$ cat src/rtl/apb3_slave_mem_if.sv
// APB3 bus bundle between a requester and the register-file completer.
// The master modport drives the request side; the slave modport returns the response.
interface apb3_slave_mem_if;
    logic        psel;
    logic        penable;
    logic        pwrite;
    logic [31:0] paddr;
    logic [31:0] pwdata;
    logic [31:0] prdata;
    logic        pready;
    logic        pslverr;

    modport master (
        output psel, penable, pwrite, paddr, pwdata,
        input  prdata, pready, pslverr
    );

    modport slave (
        input  psel, penable, pwrite, paddr, pwdata,
        output prdata, pready, pslverr
    );
endinterface

$ cat src/rtl/apb3_slave_mem.sv
// APB3 completer backed by DEPTH x 32-bit registers, with fixed wait states,
// and an error response for misaligned or out-of-range addresses.
module apb3_slave_mem #(
    parameter int          DEPTH       = 16,
    parameter int          WAIT_CYCLES = 2,
    parameter logic [31:0] BASE_ADDR   = 32'h0000_0000
) (
    input  logic               clk,
    input  logic               rst_n,
    apb3_slave_mem_if.slave    bus
);
    localparam int         IDX_W = $clog2(DEPTH);
    localparam logic [4:0] WAIT5 = 5'(WAIT_CYCLES);

    typedef enum logic {IDLE, ACCESS} state_t;

    state_t             state_reg,   state_next;
    logic [3:0]         cnt_reg,     cnt_next;
    logic               pwrite_reg,  pwrite_next;
    logic               err_reg,     err_next;
    logic [IDX_W-1:0]   idx_reg,     idx_next;
    logic [31:0]        pwdata_reg,  pwdata_next;
    logic [31:0]        prdata_reg,  prdata_next;
    logic               pready_reg,  pready_next;
    logic               pslverr_reg, pslverr_next;

    logic [31:0]        mem_reg [DEPTH];
    logic [DEPTH-1:0]   we_vec;

    logic [31:0]        off;
    logic               dec_err;
    logic [IDX_W-1:0]   dec_idx;
    logic [4:0]         cnt_inc;
    logic               mem_we;
    logic               load;
    logic               load_wr;
    logic               load_err;
    logic [IDX_W-1:0]   load_idx;

    // Offset wraps modulo 2^32, so addresses below BASE_ADDR land out of range.
    always_comb begin
        off     = bus.paddr - BASE_ADDR;
        dec_err = (bus.paddr[1:0] != 2'b00) || ((off >> 2) >= 32'(DEPTH));
        dec_idx = off[IDX_W+1:2];
        cnt_inc = {1'b0, cnt_reg} + 5'd1;
    end

    always_comb begin
        state_next   = state_reg;
        cnt_next     = cnt_reg;
        pwrite_next  = pwrite_reg;
        err_next     = err_reg;
        idx_next     = idx_reg;
        pwdata_next  = pwdata_reg;
        prdata_next  = prdata_reg;
        pready_next  = pready_reg;
        pslverr_next = pslverr_reg;
        mem_we       = 1'b0;
        load         = 1'b0;
        load_wr      = pwrite_reg;
        load_err     = err_reg;
        load_idx     = idx_reg;

        case (state_reg)
            IDLE: begin
                prdata_next  = '0;
                pready_next  = 1'b0;
                pslverr_next = 1'b0;
                if (bus.psel && !bus.penable) begin
                    state_next  = ACCESS;
                    cnt_next    = '0;
                    pwrite_next = bus.pwrite;
                    err_next    = dec_err;
                    idx_next    = dec_idx;
                    pwdata_next = bus.pwdata;
                    if (WAIT_CYCLES == 0) begin
                        load     = 1'b1;
                        load_wr  = bus.pwrite;
                        load_err = dec_err;
                        load_idx = dec_idx;
                    end
                end
            end
            ACCESS: begin
                if (!bus.psel) begin
                    // Requester walked away: abort takes priority, nothing is written.
                    state_next   = IDLE;
                    cnt_next     = '0;
                    prdata_next  = '0;
                    pready_next  = 1'b0;
                    pslverr_next = 1'b0;
                end else if (pready_reg) begin
                    if (bus.penable) begin
                        mem_we       = pwrite_reg && !err_reg;
                        state_next   = IDLE;
                        prdata_next  = '0;
                        pready_next  = 1'b0;
                        pslverr_next = 1'b0;
                    end
                end else if (bus.penable) begin
                    cnt_next = cnt_inc[3:0];
                    if (cnt_inc == WAIT5) begin
                        load = 1'b1;
                    end
                end
            end
            default: state_next = IDLE;
        endcase

        if (load) begin
            pready_next  = 1'b1;
            pslverr_next = load_err;
            prdata_next  = (!load_wr && !load_err) ? mem_reg[load_idx] : 32'h0;
        end
    end

    always_ff @(posedge clk or negedge rst_n) begin
        if (!rst_n) begin
            state_reg   <= IDLE;
            cnt_reg     <= '0;
            pwrite_reg  <= 1'b0;
            err_reg     <= 1'b0;
            idx_reg     <= '0;
            pwdata_reg  <= '0;
            prdata_reg  <= '0;
            pready_reg  <= 1'b0;
            pslverr_reg <= 1'b0;
        end else begin
            state_reg   <= state_next;
            cnt_reg     <= cnt_next;
            pwrite_reg  <= pwrite_next;
            err_reg     <= err_next;
            idx_reg     <= idx_next;
            pwdata_reg  <= pwdata_next;
            prdata_reg  <= prdata_next;
            pready_reg  <= pready_next;
            pslverr_reg <= pslverr_next;
        end
    end

    genvar gi;
    generate
        for (gi = 0; gi < DEPTH; gi++) begin : g_we
            assign we_vec[gi] = mem_we && (idx_reg == IDX_W'(gi));
        end
    endgenerate

    // The register file must clear on reset, so it is built from flops.
    always_ff @(posedge clk or negedge rst_n) begin
        if (!rst_n) begin
            for (int i = 0; i < DEPTH; i++) begin
                mem_reg[i] <= '0;
            end
        end else begin
            for (int i = 0; i < DEPTH; i++) begin
                if (we_vec[i]) begin
                    mem_reg[i] <= pwdata_reg;
                end
            end
        end
    end

    assign bus.prdata  = prdata_reg;
    assign bus.pready  = pready_reg;
    assign bus.pslverr = pslverr_reg;

endmodule

$ cat src/flat_wrapper.sv
// flat-port wrapper written by rule: the top's interface ports become plain ports
module apb3_slave_mem_flat 
#(
    parameter int          DEPTH       = 16,
    parameter int          WAIT_CYCLES = 2,
    parameter logic [31:0] BASE_ADDR   = 32'h0000_0000
)
  (clk, rst_n, bus_psel, bus_penable, bus_pwrite, bus_paddr, bus_pwdata, bus_prdata, bus_pready, bus_pslverr);
  apb3_slave_mem_if bus_i ();
  input  logic clk;
  input  logic rst_n;
  input wire logic [$bits(bus_i.psel)-1:0] bus_psel;
  input wire logic [$bits(bus_i.penable)-1:0] bus_penable;
  input wire logic [$bits(bus_i.pwrite)-1:0] bus_pwrite;
  input wire logic [$bits(bus_i.paddr)-1:0] bus_paddr;
  input wire logic [$bits(bus_i.pwdata)-1:0] bus_pwdata;
  output wire logic [$bits(bus_i.prdata)-1:0] bus_prdata;
  output wire logic [$bits(bus_i.pready)-1:0] bus_pready;
  output wire logic [$bits(bus_i.pslverr)-1:0] bus_pslverr;
  assign bus_i.psel = bus_psel;
  assign bus_i.penable = bus_penable;
  assign bus_i.pwrite = bus_pwrite;
  assign bus_i.paddr = bus_paddr;
  assign bus_i.pwdata = bus_pwdata;
  assign bus_prdata = bus_i.prdata;
  assign bus_pready = bus_i.pready;
  assign bus_pslverr = bus_i.pslverr;
  apb3_slave_mem #(.DEPTH(DEPTH), .WAIT_CYCLES(WAIT_CYCLES), .BASE_ADDR(BASE_ADDR)) u_core (.clk(clk), .rst_n(rst_n), .bus(bus_i));
endmodule
$ cat config.mk
export PLATFORM = sky130hd
export DESIGN_NAME = apb3_slave_mem_flat
export DESIGN_NICKNAME = d
export VERILOG_FILES = /design/src/rtl/apb3_slave_mem_if.sv /design/src/rtl/apb3_slave_mem.sv /design/src/flat_wrapper.sv
export SDC_FILE = /design/constraint.sdc
export NUM_CORES = 1
export LEC_CHECK = 0
export ABC_CLOCK_PERIOD_IN_PS = 1700
export BUFFER_PORTS_ARGS = -buffer_cell sky130_fd_sc_hd__buf_4
export CORE_MARGIN = 10
export CORE_UTILIZATION = 50
export DETAILED_ROUTE_END_ITERATION = 12
export PLACE_DENSITY = 0.78
export SLEW_MARGIN = 10
export SYNTH_ARGS = -nofsm -noshare
export SYNTH_HDL_FRONTEND = slang
export SYNTH_SLANG_ARGS = --single-unit
export TNS_END_PERCENT = 10
$ cat constraint.sdc
create_clock -name clk -period 1.7 [get_ports clk]
set_input_delay 0 -clock clk [delete_from_list [all_inputs] [get_ports clk]]
set_output_delay 0 -clock clk [all_outputs]
set_load 0.1 [all_outputs]
# == After elaboration in Yosys (flattened, before gate mapping) ==
# Index checks and enable logic that the tools add are counted.
# classes
n_addsub,1
magnitude_cmp,2
n_eq_ne,21
n_mux,37
n_bitwise,2
reduce_logical,28
# ops
cell,n
32-bit 2-to-1 mux,7
32-bit binary-select mux with 4-bit select,1
32-bit one-hot mux with 2 select lines,1
4-bit == test (second input constant),8
30-bit by 5-bit greater-or-equal comparator with 1-bit output (second input constant),1
1-bit 2-to-1 mux,20
1-bit logical AND,19
4-bit by 3-bit == test with 1-bit output (second input constant),4
4-bit 2-to-1 mux,4
4-bit by 2-bit == test with 1-bit output (second input constant),2
4-bit != test (second input constant),2
4-bit one-hot mux with 2 select lines,1
3-bit != test (second input constant),2
1-bit one-hot mux with 2 select lines,3
4-bit by 1-bit adder with 5-bit output (second input constant),1
5-bit by 2-bit == test with 1-bit output (second input constant),1
5-bit greater-or-equal comparator (second input constant),1
4-bit inverter with 5-bit output,1
4-bit by 1-bit == test with 1-bit output (second input constant),1
4-bit zero test,1
2-bit AND reduction,2
1-bit zero test,3
3-bit AND reduction,1
2-bit by 1-bit != test with 1-bit output (second input constant),1
other kinds (3),3
# totals
register_bits,589
inputBits,69
output_inout_bits,34
elab_cells,116

# == Depth between registers and ports, before layout ==
# depth
ltp_word,9
depth_mapped,7
depth_no_buf,5

# == Worst setup path before layout ==
# OpenSTA, ideal clock, no wires.
# synth_timing
kind,register to register
startpoint,register u_core.pready_reg (netlist: u_core.bus.pready)
endpoint,register u_core.mem_reg[481] (netlist name)
setup_ns,0.125
arrival_time_ns,2.355
t_required_ns,1.575
setup_slack_ns,-0.779
path_stages_with_launch,6
n_path_buf,1
synth_period_minus_slack_ns,2.479
cell_sequence,dfrtp_1 and4b_2 nand3_2 nor3_2 buf_4 mux2_2
# synth_via
elab_chain_len,4
# synth_rtl
item,line_no,rtl
"start, declared",apb3_slave_mem.sv:24,"logic pready_reg, pready_next;"
"start signal, assigned",apb3_slave_mem.sv:136,pready_reg <= pready_next;
1-bit 2-to-1 mux,apb3_slave_mem.sv:92,end else if (pready_reg) begin
1-bit 2-to-1 mux,apb3_slave_mem.sv:85,if (!bus.psel) begin
1-bit 2-to-1 mux,apb3_slave_mem.sv:64,case (state_reg)
1-bit logical AND,apb3_slave_mem.sv:144,assign we_vec[gi] = mem_we && (idx_reg == IDX_W'(gi));
"end signal, assigned by index",apb3_slave_mem.sv:157,mem_reg[i] <= pwdata_reg;
"end, declared",apb3_slave_mem.sv:27,logic [31:0] mem_reg [DEPTH];
# Every way passes these cells.
# A chain may end at the register's enable or synchronous reset.

# == Worst setup path in the final report ==
# layout_timing
startpoint,register u_core.pwrite_reg (netlist: u_core.load_wr)
endpoint,register u_core.mem_reg[139] (netlist name)
# layout_via
elab_chain_len,6
# layout_rtl
item,line_no,rtl
"start, declared",apb3_slave_mem.sv:19,"logic pwrite_reg, pwrite_next;"
"start signal, assigned",apb3_slave_mem.sv:131,pwrite_reg <= pwrite_next;
1-bit logical AND,apb3_slave_mem.sv:94,mem_we = pwrite_reg && !err_reg;
1-bit 2-to-1 mux,apb3_slave_mem.sv:93,if (bus.penable) begin
1-bit 2-to-1 mux,apb3_slave_mem.sv:92,
1-bit 2-to-1 mux,apb3_slave_mem.sv:85,
1-bit 2-to-1 mux,apb3_slave_mem.sv:64,
1-bit logical AND,apb3_slave_mem.sv:144,
# Every way passes these cells.

==> impl_metrics.ini <==
[outcome]
status = finished, violations left
violations = setup timing

[yosys]
ys_warn_count = 0
synth_compound_area_share_pct = 3.37
synth_edf_count = 0
synth_simple_gate_area_share_pct = 1.88
ys_ff_latch = 589
seq_area_frac_synth_pct = 56.9
synth_xor_area_share_pct = 0.0338
synthMuxAreaShare_pct = 35.1
synth_ff_type = dfrtp_1
yosysUniqueCellTypes = 40
async_flop_share_pct = 100
syn-cell-area_um2 = 25900
synth_area_per_cell_um2 = 16.1
netlist_instances = 1609
synth_top_family_by_area = multiplexers
postSynthNetCount = 1680
synth_fa_ha_area_share_pct = 0.0966

[detailed_routing]
avgViaCountPerCell = 6.20
post-route-drc-count = 0
drtPass1Iterations = 5
wl_per_cell_um = 28.1
wirelength_um = 73100
drt_iter0_drc = 1380
ant_nets = 0
via_count = 16100

[finish]
n_fill_cell = 3269
final_cells = 2598
drive_above_1_share_pct = 58.2
area_growth_pct = 29.8
layout_common_cells = dfrtp_1 (586), mux2_4 (298), mux2_2 (238)
n_antenna_cell = 0
seq_area_um2 = 14800
mostFrequentLayoutCell = dfrtp_1
fin_util_pct = 65.6
largest_reg_flops = 512
multi_input_area_um2 = 11900
layout.nets = 1942

[global_route]
antenna_found_initial = 0
grtUsageTotal_pct = 22.6
grt_max_degree = 90
grt_pass1_vias = 17100
grt_first_pass_wirelength_um = 107000
grt-ovfl-total = 0

[setup_path]
cp.required_ps = 2200
start_kind = flop
crit_arrival_ps = 2590
crit_path_end_kind = flop
reg2regPathDepth = 8
cp_max_fo = 10
path_class = reg2reg

[timing]
timing.fmax_ghz = 0.478
skew_ps = 25.5
period_share_pct = 123
worstMarginPinSlew_ps = 784
slew_viol_final = 0
period_minus_slack_ps = 2090
rsz0062_at_grt = yes
finalSetupViolations = 545
setup_slack_ps = -392
relSlewSlack_pct = 47.7
finalHoldViolations = 0

[power_and_ir_drop]
powerDensity_nw_per_um2 = 945
ir_drop_mv = 0.803
leakagePower_nw = 15.8

[clock_network]
root_buffer = clkbuf_16
cts_buffer_depth = 3
h-tree-depth = 2
cts.sinks = 589
cts_tree = done
worstSkewPairLatency_ps = 630
cts_buffers = 60
clk_pin_slew_ps = 60

[floorplan]
start_util_pct = 50.5
die_w_um = 248
die_y_um = 248
core_region_area_um2 = 51300
die-area_um2 = 61300
std_cell_rows = 83
io_pins = 103

[placement]
io_buffers = 102
hpwlAfterDp_um = 38300
place.gp.congestion = 0.795
dp.cells = 2378
dpl_worst_slack_ps = -333

[flow_run]
drv_cap = 0

[min_path]
hp-class = in2async
-- critical path: stages, from the launching register on --
cell,delay [ps]
dfrtp_1,420
and4b_2,320
buf_4,140
nand3_4,110
buf_12,170
nor2_4,150
buf_4,140
buf_12,160
mux2_2,350
-- report_power, final --
group | internal, mW | switching (mW)
Clock | 7.67 | 5.65
Sequential | 14.2 | 0.856
Combinational | 1.63 | 1.80
Total | 23.5 | 8.31
-- kinds of logic (layout without fill, tap and decap cells) --
kind of cell             count (synthesis)  in the layout
flip-flops                             589            589
multiplexers                           679            679
XOR/XNOR                                 1              1
AND/OR/NAND/NOR                         88             88
buffers and inverters                  139            448
AO/OA/AOI/OAI                          111            111
adder cells (fa/ha/maj)                  2              2
-- final timing paths --
kind	to	from	slack [ps]
worst min-delay path	u_core.idx_reg[1]	rst_n	120
worst max-delay path	u_core.mem_reg[139]	u_core.load_wr	-390
min in group clk	u_core.pwdata_reg[30]	bus_pwdata[30]	140
worst max register to register	u_core.mem_reg[139]	u_core.load_wr	-390
worst min register to register	u_core.mem_reg[462]	u_core.mem_reg[462]	490
max in group asynchronous	u_core.mem_reg[485]	rst_n	1050
-- area by class of cell --
type	count	share of cell area [%]
flip-flops and latches	589	43.9
multi-input cells	881	35.5
repair buffers	337	12.2
clock buffers	89	5.29
well taps	680	2.53
clock inverters	20	0.599
inverters	2	0.0223
-- per-stage QoR --
stage / power, mW / area [um2] / TNS [ps] / hold WS, ps
after CTS: 31.4 / 32700 / -122600 / 109
final: 31.8 / 33600 / -159330 / 122
after global placement: 18.0 / 28800 / -110120 / -72.5
after global routing: 32.7 / 33600 / -174960 / 125
after detailed placement: 18.0 / 28800 / -128360 / -74.8
after floorplan: 16.4 / 26000 / -143250 / -296
-- cell usage after synthesis, types with 2 or more instances --
| master | n | area share (%) |
|---|---|---|
| a22o_1 | 37 | 1.3 |
| a21oi_1 | 2 | 0.039 |
| a22oi_1 | 64 | 1.9 |
| nand2b_1 | 3 | 0.072 |
| nor2_1 | 6 | 0.087 |
| nor2b_1 | 4 | 0.097 |
| buf_6 | 4 | 0.17 |
| nand3_2 | 4 | 0.15 |
| nand2_1 | 37 | 0.54 |
| nor4_1 | 7 | 0.17 |
| o21ai_0 | 2 | 0.039 |
| and2_1 | 2 | 0.048 |
| buf_4 | 19 | 0.55 |
| clkbuf_1 | 19 | 0.28 |
| inv_1 | 2 | 0.029 |
| dfrtp_1 | 589 | 57 |
| buf_2 | 54 | 1.0 |
| mux4_2 | 128 | 11 |
| nor2_2 | 12 | 0.29 |
| mux2_1 | 33 | 1.4 |
| nor3_2 | 4 | 0.15 |
| buf_1 | 40 | 0.58 |
| nand3_1 | 2 | 0.039 |
| mux2_2 | 518 | 23 |
| ha_1 | 2 | 0.097 |
-- metal layers --
layer / wire length (um) / global-route usage [%] / vias to the layer above / share of wire, %
met3: 4100 / 3.73 / 156 / 5.6
met2: 37100 / 37.9 / 581 / 51
li1: - / - / 6553 / -
met4: 2260 / 5.90 / 0 / 3.1
met5: 0 / 0 / - / 0
met1: 29700 / 30.4 / 8830 / 41
-- timing repair --
| item | CTS | global route |
|---|---|---|
| pin swaps | 24 | 46 |
| setup endpoints to repair | 545 | 546 |
| resized for setup | 286 | 96 |
| hold endpoints to repair | 633 | 0 |
| hold buffers | 56 | 0 |
| cloned | 6 | 16 |
| setup buffers | 17 | 19 |
No activity file was read; power rests on OpenSTA's default activity.
